===== src/rtl/rr_arbiter_fsm_if.sv =====
// rr_arbiter_fsm_if: request/grant bundle between the requesters and the round-robin arbiter.
interface rr_arbiter_fsm_if #(parameter int N = 4);
    logic [N-1:0]         req;
    logic [N-1:0]         done;
    logic [N-1:0]         grant;
    logic [$clog2(N)-1:0] grant_id;
    logic                 busy;
    logic                 timeout;
    modport master (output req, done, input grant, grant_id, busy, timeout);
    modport slave  (input req, done, output grant, grant_id, busy, timeout);
endinterface


===== src/rtl/rr_arbiter_fsm.sv =====
// rr_arbiter_fsm: three-state Moore round-robin arbiter with a hold timer and a one-cycle dead gap.
module rr_arbiter_fsm #(
    parameter int N        = 4,
    parameter int MAX_HOLD = 8
) (
    input  logic           clk,
    input  logic           rstn,
    rr_arbiter_fsm_if.slave bus
);
    localparam int IW = $clog2(N);
    localparam int CW = $clog2(MAX_HOLD + 1);
    localparam logic [1:0] S_IDLE  = 2'd0;
    localparam logic [1:0] S_GRANT = 2'd1;
    localparam logic [1:0] S_GAP   = 2'd2;
    localparam logic [N-1:0] ONE   = N'(1);

    logic [1:0]    r_state;
    logic [IW-1:0] r_ptr;
    logic [IW-1:0] r_id;
    logic [CW-1:0] r_cnt;
    logic          r_forced;

    logic [2*N-1:0] w_dbl;
    logic [IW-1:0]  w_off;
    logic [IW:0]    w_sum;
    logic [IW-1:0]  w_pick;
    logic [IW-1:0]  w_next;
    logic           w_any;
    logic           w_limit;
    logic           w_release;
    logic           w_forced;

    // Rotate req so bit 0 is the requester at ptr; the lowest set bit is the winner's offset.
    always_comb begin
        w_dbl = {bus.req, bus.req} >> r_ptr;
        w_off = '0;
        for (int i = N - 1; i >= 0; i--)
            if (w_dbl[i]) w_off = IW'(i);
        w_sum  = {1'b0, r_ptr} + {1'b0, w_off};
        w_pick = (w_sum >= (IW+1)'(N)) ? IW'(w_sum - (IW+1)'(N)) : IW'(w_sum);
    end

    assign w_any     = |bus.req;
    assign w_next    = (r_id == IW'(N - 1)) ? '0 : r_id + 1'b1;
    assign w_limit   = (r_cnt == CW'(MAX_HOLD - 1));
    assign w_release = bus.done[r_id] | ~bus.req[r_id] | w_limit;
    assign w_forced  = w_limit & bus.req[r_id] & ~bus.done[r_id];

    always_ff @(posedge clk or negedge rstn) begin
        if (!rstn) begin
            r_state  <= S_IDLE;
            r_ptr    <= '0;
            r_id     <= '0;
            r_cnt    <= '0;
            r_forced <= 1'b0;
        end else begin
            case (r_state)
                S_IDLE:
                    if (w_any) begin
                        r_state <= S_GRANT;
                        r_id    <= w_pick;
                        r_cnt   <= '0;
                    end
                S_GRANT:
                    if (w_release) begin
                        r_state  <= S_GAP;
                        r_ptr    <= w_next;
                        r_forced <= w_forced;
                    end else begin
                        r_cnt <= r_cnt + 1'b1;
                    end
                S_GAP:   r_state <= S_IDLE;
                default: r_state <= S_IDLE;
            endcase
        end
    end

    assign bus.grant    = (r_state == S_GRANT) ? (ONE << r_id) : '0;
    assign bus.busy     = (r_state == S_GRANT);
    assign bus.timeout  = (r_state == S_GAP) & r_forced;
    assign bus.grant_id = r_id;
endmodule

===== src/flat_wrapper.sv =====
// flat-port wrapper written by rule: the top's interface ports become plain ports
module rr_arbiter_fsm_flat 
#(
    parameter int N        = 4,
    parameter int MAX_HOLD = 8
)
  (clk, rstn, bus_req, bus_done, bus_grant, bus_grant_id, bus_busy, bus_timeout);
  rr_arbiter_fsm_if #(.N(N)) bus_i ();
  input  logic clk;
  input  logic rstn;
  input wire logic [$bits(bus_i.req)-1:0] bus_req;
  input wire logic [$bits(bus_i.done)-1:0] bus_done;
  output wire logic [$bits(bus_i.grant)-1:0] bus_grant;
  output wire logic [$bits(bus_i.grant_id)-1:0] bus_grant_id;
  output wire logic [$bits(bus_i.busy)-1:0] bus_busy;
  output wire logic [$bits(bus_i.timeout)-1:0] bus_timeout;
  assign bus_i.req = bus_req;
  assign bus_i.done = bus_done;
  assign bus_grant = bus_i.grant;
  assign bus_grant_id = bus_i.grant_id;
  assign bus_busy = bus_i.busy;
  assign bus_timeout = bus_i.timeout;
  rr_arbiter_fsm #(.N(N), .MAX_HOLD(MAX_HOLD)) u_core (.clk(clk), .rstn(rstn), .bus(bus_i));
endmodule

===== config.mk =====
export PLATFORM = sky130hd
export DESIGN_NAME = rr_arbiter_fsm_flat
export DESIGN_NICKNAME = d
export VERILOG_FILES = /design/src/rtl/rr_arbiter_fsm_if.sv /design/src/rtl/rr_arbiter_fsm.sv /design/src/flat_wrapper.sv
export SDC_FILE = /design/constraint.sdc
export NUM_CORES = 1
export LEC_CHECK = 0
export ABC_CLOCK_PERIOD_IN_PS = 1750
export CAP_MARGIN = 20
export CELL_PAD_IN_SITES_DETAIL_PLACEMENT = 0
export CELL_PAD_IN_SITES_GLOBAL_PLACEMENT = 2
export CORE_MARGIN = 3
export CORE_UTILIZATION = 25
export CTS_BUF_LIST = sky130_fd_sc_hd__clkbuf_4 sky130_fd_sc_hd__clkbuf_8
export DETAILED_ROUTE_END_ITERATION = 8
export GPL_TIMING_DRIVEN = 0
export PLACE_DENSITY_LB_ADDON = 0.1
export SLEW_MARGIN = 5
export SYNTH_ARGS = -nofsm -noshare
export SYNTH_HDL_FRONTEND = slang
export SYNTH_SLANG_ARGS = --single-unit

===== constraint.sdc =====
create_clock -name clk -period 1.75 [get_ports clk]
set_input_delay 0.35 -clock clk [delete_from_list [all_inputs] [get_ports clk]]
set_output_delay 0.35 -clock clk [all_outputs]
set_load 0.02 [all_outputs]

**Yosys cells after proc, flatten, opt, wreduce, memory -nomap -nowiden**

Index checks and enable logic that the tools add are counted.

- Register bits after elaboration: 11
- Bits of input ports: 10
- Output and inout port bits: 8
- Word-level logic and storage cells: 51

- Add/sub/neg operators: 4
- Order comparisons: 2
- Equal/unequal tests: 7
- Shift operators: 2
- Multiplexer cells: 17
- Bitwise logic cells: 7
- Reductions and logical operators: 7

Operator list:

| kind | count |
|---|---|
| 2-to-1 mux 2 bit | 8 |
| 2-to-1 mux 4 bit | 3 |
| one-hot mux 4 bit (2 select lines) | 1 |
| right shift 8 x 2 -> 4 bit | 1 |
| AND reduction 2 bit | 3 |
| adder 4 x 1 -> 4 bit (second input constant) | 1 |
| binary-select mux 1 bit (select 2 bit) | 2 |
| equality test 2 bit (second input constant) | 2 |
| equality test 4 x 3 -> 1 bit (second input constant) | 1 |
| inequality test 2 x 1 -> 1 bit (second input constant) | 2 |
| one-hot mux 2 bit (2 select lines) | 1 |
| OR reduction 4 bit | 1 |
| left shift 1 x 2 -> 4 bit (first input constant) | 1 |
| adder 2 x 2 -> 3 bit | 1 |
| AND 1 bit | 3 |
| greater-or-equal comparator 3 bit (second input constant) | 1 |
| < comparator 2 x 3 -> 1 bit (second input constant) | 1 |
| AND reduction 3 bit | 1 |
| adder 2 x 1 -> 2 bit (second input constant) | 1 |
| equality test 2 x 1 -> 1 bit (second input constant) | 1 |
| logical NOT 2 bit | 1 |
| 2-to-1 mux 1 bit | 2 |
| inequality test 2 bit (second input constant) | 1 |
| NOT 1 bit | 2 |
| other kinds (3) | 4 |

**Depth between registers and ports, before layout**

Gate-level depths: netlist (run 1).

- Depth in word-level cells: 8
- Depth in mapped cells: 9
- Depth with buffers taken out: 8

**Worst setup path after synthesis (run 1)**

No wires, ideal clock.

- Kind: register -> register
- Start: register u_core.r_id[0] (netlist: u_core.bus.grant_id[0])
- End: register u_core.r_cnt[1]
- Library setup time: 0.125 ns
- Arrival time: 1.738 ns
- Required time: 1.625 ns
- Setup slack: -0.113 ns
- Stages on the path, launching flop included: 5
- Path buffers: 0
- Clock period less this slack: 1.863 ns
- Path through: dfrtp_1 > clkinv_1 > mux4_2 > nor3_2 > mux2_2

- Word-level cells in the longest chain between the ends: 7
- Elaborated cells between the ends (all ways): 9
- Those cells by class: eq/ne (1); mux (4); bitwise (3); reduce/logical (1)

Ends and longest elaborated chain:

| what | RTL line | source |
|---|---|---|
| start: declaration | rr_arbiter_fsm.sv:19 | `logic [IW-1:0] r_id;` |
| start signal: assignment | rr_arbiter_fsm.sv:61 | `r_id <= w_pick;` |
| binary-select mux 1 bit (select 2 bit) | rr_arbiter_fsm.sv:46 | `assign w_release = bus.done[r_id] \| ~bus.req[r_id] \| w_limit;` |
| 2-to-1 mux 1 bit (not written as such) | rr_arbiter_fsm.sv:46 |  |
| NOT 1 bit | rr_arbiter_fsm.sv:46 |  |
| OR 1 bit * (2 in series) | rr_arbiter_fsm.sv:46 |  |
| inequality test 2 bit (no line) * | n/a |  |
| AND reduction 3 bit (no line) * | n/a |  |
| end signal: assignment | rr_arbiter_fsm.sv:70 | `r_cnt <= r_cnt + 1'b1;` |
| end: declaration | rr_arbiter_fsm.sv:20 | `logic [CW-1:0] r_cnt;` |

Mark *: on every way between the ends. The rest lies on a longest branch, timed or not. The select of a mux whose other input is x is not followed.
A chain may end at the register's enable or synchronous reset.

**Worst setup path after layout (run 1)**

- Start: register u_core.r_id[0] (netlist: u_core.bus.grant_id[0])
- End: register u_core.r_ptr[1]

- Word-level cells in the longest chain between the ends: 6
- Elaborated cells between the ends (all ways): 11
- Those cells by class: add/sub (1); eq/ne (1); mux (5); bitwise (3); reduce/logical (1)

Ends and longest elaborated chain:

| what | RTL line | source |
|---|---|---|
| binary-select mux 1 bit (select 2 bit) | rr_arbiter_fsm.sv:46 |  |
| 2-to-1 mux 1 bit (not written as such) | rr_arbiter_fsm.sv:46 |  |
| NOT 1 bit | rr_arbiter_fsm.sv:46 |  |
| OR 1 bit (2 in series) | rr_arbiter_fsm.sv:46 |  |
| AND reduction 2 bit (no line) | n/a |  |
| end signal: assignment | rr_arbiter_fsm.sv:67 | `r_ptr <= w_next;` |
| end: declaration | rr_arbiter_fsm.sv:18 | `logic [IW-1:0] r_ptr;` |

Parallel ways exist; a longest one is shown, timed or not. The select of a mux whose other input is x is not followed.

==> flow_metrics.env, run 1 <==
export IMPL_dieHeight_um=62.9
export IMPL_synth_seq_cells=11
export IMPL_place_area_um2=1040
export IMPL_grt_pass1_wl_um=3500
export IMPL_drv_cap=0
export IMPL_post_route_period_util=1.03
export IMPL_violations="setup timing"
export IMPL_grt_max_degree=12
export IMPL_synthTopCellsByArea="dfrtp_1 34%, ha_1 9.3%, nand2b_1 4.6%"
export IMPL_ir_drop_uv=302
export IMPL_antenna_found_initial=0
export IMPL_setup_violations=5
export IMPL_rsz0062_at_grt="yes"
export IMPL_yosysMostFrequentCell="dfrtp_1"
export IMPL_diodes=0
export IMPL_critical_path_depth=4
export IMPL_startpoint_type="flop"
export IMPL_setup_tns_ns=-0.173
export IMPL_dieWidth_um=62.9
export IMPL_drtAntennaViolNets=0
export IMPL_syn_nets=103
export IMPL_slew_headroom=0.511
export IMPL_worst_pin_slew_ns=0.728
export IMPL_numCtsBuffers=3
export IMPL_dp_cells=147
export IMPL_synthToLayoutAreaGrowth_pct=41.5
export IMPL_hold_class="input port to async pin"
export IMPL_route_final_wire_length_um=1970
export IMPL_track_usage=0.113
export IMPL_clk_root_buffer_cell="clkbuf_4"
export IMPL_cts_buffer_depth=2
export IMPL_fin_area_um2=1140
export IMPL_clock_latency_ns=0.27
export IMPL_routed_via_count=722
export IMPL_synthesis_area_um2=808
export IMPL_cellLeakagePower_uw=0.000489
export IMPL_vias_per_cell=4.57
export IMPL_first_iter_violations=15
export IMPL_fmax_mhz=556
export IMPL_synth_area_per_cell_um2=9.29
export IMPL_async_reset_ff_frac=1.00
export IMPL_synth_seq_area_share=0.341
export IMPL_layout_cells_non_filler=158
export IMPL_path_max_fanout=7
export IMPL_n_fill_cell=329
export IMPL_dieArea_um2=3950
export IMPL_overflow=0
export IMPL_synthFlopType="dfrtp_1"
export IMPL_dp_hpwl_um=1470
export IMPL_crit_chain="clkinv_4, mux4_2, o21a_4, mux2_4"
export IMPL_status="complete, but fails checks"
export IMPL_crit_path_end_kind="flop"
export IMPL_htreeDepth=1
export IMPL_first_global_vias=737
export IMPL_reg2reg_depth=4
export IMPL_arrival_ns=1.95
export IMPL_cts_tree="done"
export IMPL_finalWorstSetupSlack_ns=-0.0486
export IMPL_p_per_area_nw_per_um2=1490
export IMPL_synth_edf_count=0
export IMPL_required_ns=1.90
export IMPL_crit_type="flop to flop"
export IMPL_cts_sinks=11
export IMPL_yosys_top_cells_count="11 x dfrtp_1, 7 x nand2_1, 6 x ha_1, 6 x nand2b_1, 5 x a21oi_1"
export IMPL_drc_errors=0
export IMPL_crit_buf_inv=1
export IMPL_fin_nets=131
export IMPL_row_count=20
export IMPL_post_route_min_period_ns=1.80
export IMPL_hold_viol=0
export IMPL_finalMaxSlewViolations=0
export IMPL_clock_skew_ns=0.0106
export IMPL_routabilityCongestion=0.678
export IMPL_synth_top_area_share=0.341
export IMPL_cts_clk_slew_worst_paths_ns=0.08
export IMPL_rr_startpoint="u_core.bus.grant_id[0]"
export IMPL_drtPass1Iterations=4
export IMPL_core_area_um2=3080
export IMPL_synth_distinct_cells=34
export IMPL_io_buffers=16
export IMPL_critical_path_max_stage_delay_ns=0.60
export IMPL_wl_per_cell_um=12.5
export IMPL_critical_path_slowest_cell="mux4_2"
export IMPL_synth_largest_area_cell="dfrtp_1"
export IMPL_drive_above_1_share=0.360
export IMPL_critPathLaunch="u_core.bus.grant_id[0]"
export IMPL_start_util=0.263
export IMPL_critPathTopFamily="multiplexers"
export IMPL_yosysWarnings=0
export IMPL_syn_inst=87
export IMPL_total_power_uw=1700
export IMPL_boundaryPins=18
-- worst paths after layout --
kind                       slack [ns]                     end
min in group clk                 0.54         u_core.r_forced
setup reg to reg                -0.05         u_core.r_ptr[1]
hold / removal                   0.42         u_core.r_cnt[3]
setup / recovery                -0.05         u_core.r_ptr[1]
max in group asynchronous        0.95  u_core.bus.grant_id[0]
hold reg to reg                  0.54         u_core.r_forced
-- worst reg2reg max path: cells and delay by family (launching register included) --
family	cells	cell delay, ns
multiplexers	2	0.89
flip-flops	1	0.45
AO/OA/AOI/OAI	1	0.26
buffers and inverters	1	0.08
-- placed cells by master (no fill, tap or decap), drive strengths merged, types with 3 or more instances in the layout --
cell and count:
clkdlybuf4s50 3, dfrtp 11, ha 6, o21ai 4, nor2 4, a21oi 5
nand2b 6, inv 3, and2 4, dlygate4sd2 7, nor2b 4, nor3 3
buf 11, clkbuf 7, nand2 7, mux2 3
-- layer usage --
layer | wire length (µm) | global-route usage
met5 | 0 | 0
met4 | 12 | 0.0413
met3 | 49 | 0.0288
met2 | 892 | 0.171
met1 | 1020 | 0.154
-- registers in the layout, indices dropped and copies added (netlist names) --
name and cells:
u_core.r_state 2, u_core.r_ptr 2, u_core.r_forced 1, u_core.bus.grant_id 2, u_core.r_cnt 4
-- final cells by class --
| type | instances | area (µm²) | share of cell area |
|---|---|---|---|
| buffer | 1 | 5.00 | 0.00438 |
| clock buffer | 4 | 30.0 | 0.0263 |
| inverter | 5 | 28.8 | 0.0252 |
| multi-input combinational | 69 | 558 | 0.488 |
| sequential | 11 | 279 | 0.244 |
| tap | 44 | 55.1 | 0.0481 |
| timing repair buffer | 24 | 188 | 0.164 |
-- per-stage QoR --
step	hold slack, ns	utilization	worst slack (ns)
2_1_floorplan	0.0544	-	-0.0279
5_1_grt	0.455	0.372	-0.113
3_5_place_dp	0.521	0.338	-0.616
6_report	0.417	0.372	-0.0486
4_1_cts	0.442	0.370	-0.0791
3_3_place_gp	0.507	0.338	-0.591
-- cells by family (layout without fill, tap and decap cells) --
group,count (synthesis),count (layout),synth area share
buffers and inverters,7,34,0.0340
AO/OA/AOI/OAI,17,17,0.130
AND/OR/NAND/NOR,39,39,0.288
multiplexers,6,6,0.104
flip-flops,11,11,0.341
XOR/XNOR,1,1,0.0108
adder cells (fa/ha/maj),6,6,0.0929
-- where the power goes --
group | internal [µW] | total, µW | switching (µW)
clock network | 104 | 194 | 90.0
logic | 513 | 1010 | 493
registers | 363 | 503 | 140
total | 980 | 1700 | 722
-- timing repair --
item / in CTS / in global routing
buffers inserted: 8 / 0
hold buffers: 0 / 0
resized for setup: 27 / 15
pin swaps: 1 / 2
endpoints found under the hold margin: 0 / 0
endpoints found under the setup margin: 16 / 10
Note: power is estimated with default switching activity, not from simulation.
==> run 2, diff against run 1 <==
Settings changed: ABC_AREA set to 1, SLEW_MARGIN 5 to 10.
==> flow_metrics.env, run 2 <==
export IMPL_status="finished, final reports clean"
export IMPL_mostFrequentLayoutCell="nand2_1"
export IMPL_yosys_top_cells_count="25 x nand2_1, 21 x nand3_1, 14 x inv_1"
export IMPL_setup_violations=0
export IMPL_grt_pass1_wl_um=3820
export IMPL_path_max_fanout=6
export IMPL_clock_skew_ns=0.00310
export IMPL_crit_path_end_kind="output port"
export IMPL_first_global_vias=817
export IMPL_fmax_mhz=602
export IMPL_cts_tree="done"
export IMPL_clkPwrFrac=0.098
export IMPL_reg2reg_setup_slack_ns=0.11
export IMPL_drv_cap=0
export IMPL_drc_errors=0
export IMPL_start_util=0.273
export IMPL_ir_drop_uv=616
export IMPL_worst_pin_slew_ns=0.516
export IMPL_synthFlopType="dfrtp_1"
export IMPL_crit_chain="clkdlybuf4s50_1"
export IMPL_cts_sinks=11
export IMPL_dieHeight_um=64.6
export IMPL_synth_largest_area_cell="dfrtp_1"
export IMPL_synth_top_area_share=0.320
export IMPL_synth_seq_cells=11
export IMPL_required_ns=1.40
export IMPL_grt_max_degree=12
export IMPL_fin_nets=159
export IMPL_holdBufCountCts=0
export IMPL_drive_above_1_share=0.268
export IMPL_boundaryPins=18
export IMPL_route_final_wire_length_um=2170
export IMPL_diodes=0
export IMPL_critical_path_slowest_cell="clkdlybuf4s50_1"
export IMPL_synth_seq_area_share=0.320
export IMPL_synth_area_per_cell_um2=7.28
export IMPL_layout_cells_non_filler=186
export IMPL_r2r_end="u_core.bus.grant_id[1]"
export IMPL_synth_distinct_cells=20
export IMPL_core_area_um2=3150
export IMPL_p_int_uw=928
export IMPL_synth_edf_count=0
export IMPL_clk_root_buffer_cell="clkbuf_4"
export IMPL_hold_viol=0
export IMPL_reg2reg_depth=11
export IMPL_cellLeakagePower_uw=0.000587
export IMPL_yosysMostFrequentCell="nand2_1"
export IMPL_startpoint_type="flop"
export IMPL_n_fill_cell=355
export IMPL_synthesis_area_um2=860
export IMPL_slew_headroom=0.655
export IMPL_power_frac_seq=0.264
export IMPL_pwr_share_comb=0.638
export IMPL_critPathLaunch="u_core.bus.grant_id[1]"
export IMPL_critical_path_max_stage_delay_ns=0.63
export IMPL_setup_tns_ns=0
export IMPL_routabilityCongestion=0.727
export IMPL_dieArea_um2=4180
export IMPL_layout_common_cells="24 x nand2_1, 21 x nand3_1, 13 x inv_1"
export IMPL_htreeDepth=1
export IMPL_rr_startpoint="u_core.r_ptr[1]"
export IMPL_dieWidth_um=64.6
export IMPL_io_buffers=17
export IMPL_async_reset_ff_frac=1.00
export IMPL_first_iter_violations=63
export IMPL_switching_share=0.505
export IMPL_dp_hpwl_um=1680
export IMPL_numCtsBuffers=3
export IMPL_cts_buffer_depth=2
export IMPL_rsz0062_at_grt="yes"
export IMPL_power_switching_uw=948
export IMPL_row_count=20
export IMPL_wl_per_cell_um=11.6
export IMPL_vias_per_cell=4.34
export IMPL_drtPass1Iterations=4
export IMPL_crit_type="flop to output port"
export IMPL_finalMaxSlewViolations=0
export IMPL_synthTopCellsByArea="dfrtp_1 32%, nand3_1 12%, nand2_1 11%"
export IMPL_largest_register="u_core.r_cnt"
export IMPL_cts_clk_slew_worst_paths_ns=0.07
export IMPL_post_route_period_util=0.949
export IMPL_crit_buf_inv=1
export IMPL_routed_via_count=807
export IMPL_syn_nets=134
export IMPL_largest_reg_flops=4
export IMPL_antenna_found_initial=0
export IMPL_dp_slack_ns=-0.297
export IMPL_overflow=0
export IMPL_drtAntennaViolNets=0
export IMPL_post_route_min_period_ns=1.66
export IMPL_track_usage=0.116
export IMPL_p_per_area_nw_per_um2=1650
export IMPL_clock_latency_ns=0.26
export IMPL_yosysWarnings=0
export IMPL_syn_inst=118
export IMPL_critPathTopFamily="buffers and inverters"
export IMPL_hold_class="input port to async pin"
export IMPL_arrival_ns=1.31
export IMPL_synthToLayoutAreaGrowth_pct=32.5
export IMPL_dp_cells=179
export IMPL_finalWorstSetupSlack_ns=0.0893
run 2: final cells by class:
cell class | instances | area (µm²) | area share
multi-input combinational | 86 | 514 | 0.452
sequential | 11 | 280 | 0.246
timing repair buffer | 20 | 170 | 0.149
inverter | 21 | 88.8 | 0.0780
tap | 44 | 55.1 | 0.0484
clock buffer | 4 | 30.0 | 0.0264
run 2: cell families (layout without fill, tap and decap cells):
family | count (synthesis) | count (layout) | share of synthesized area
adders and majority gates | 6 | 6 | 0.0873
xor gates and xnor gates | 2 | 2 | 0.0204
DFF | 11 | 11 | 0.320
AOI/OAI and AO/OA | 5 | 5 | 0.0349
and+or+nand+nor | 73 | 73 | 0.444
buffers and inverters | 21 | 45 | 0.0932
run 2: what timing repair did:
action / CTS / global route
resized for setup: 24 / 12
endpoints found under the setup margin: 9 / 6
pin swaps: 1 / 0
buffers inserted: 3 / 0
run 2: worst max path at each step:
stage               slack [ns]                endpoint  cells past startpoint
global placement         -0.30  u_core.bus.grant_id[1]                     11
detailed placement       -0.30  u_core.bus.grant_id[1]                     11
CTS                      0.001  u_core.bus.grant_id[1]                     11
floorplan                 0.26  u_core.bus.grant_id[1]                     12
finish                    0.09         bus_grant_id[1]                      1
global route            -0.002  u_core.bus.grant_id[1]                     12
run 2: routing by layer:
metal  up-vias  track usage  routed length (µm)  part of all wire
met1       360        0.158                1130              0.52
met3         0       0.0347                 144             0.066
li1        422            -                   -                 -
met4         0       0.0396                   0                 0
met2        25        0.173                 888              0.41
met5         -            0                   0                 0
run 2: stage by stage:
stage / cell area (µm²) / hold WS, ns / utilization / power [µW]
2_1_floorplan: 860 / 0.0544 / - / 1270
3_3_place_gp: 1080 / 0.521 / 0.344 / 1630
3_5_place_dp: 1080 / 0.535 / 0.344 / 1630
4_1_cts: 1140 / 0.441 / 0.362 / 1900
5_1_grt: 1140 / 0.437 / 0.361 / 2080
6_report: 1140 / 0.426 / 0.361 / 1880
run 2: power groups by stage:
stage	Clock [µW]	Combinational [µW]	Sequential, µW
final	183	1200	495
after global routing	215	1350	515
after CTS	194	1220	489
after detailed placement	0	1150	481
after global placement	0	1150	483
after floorplan	0	796	471
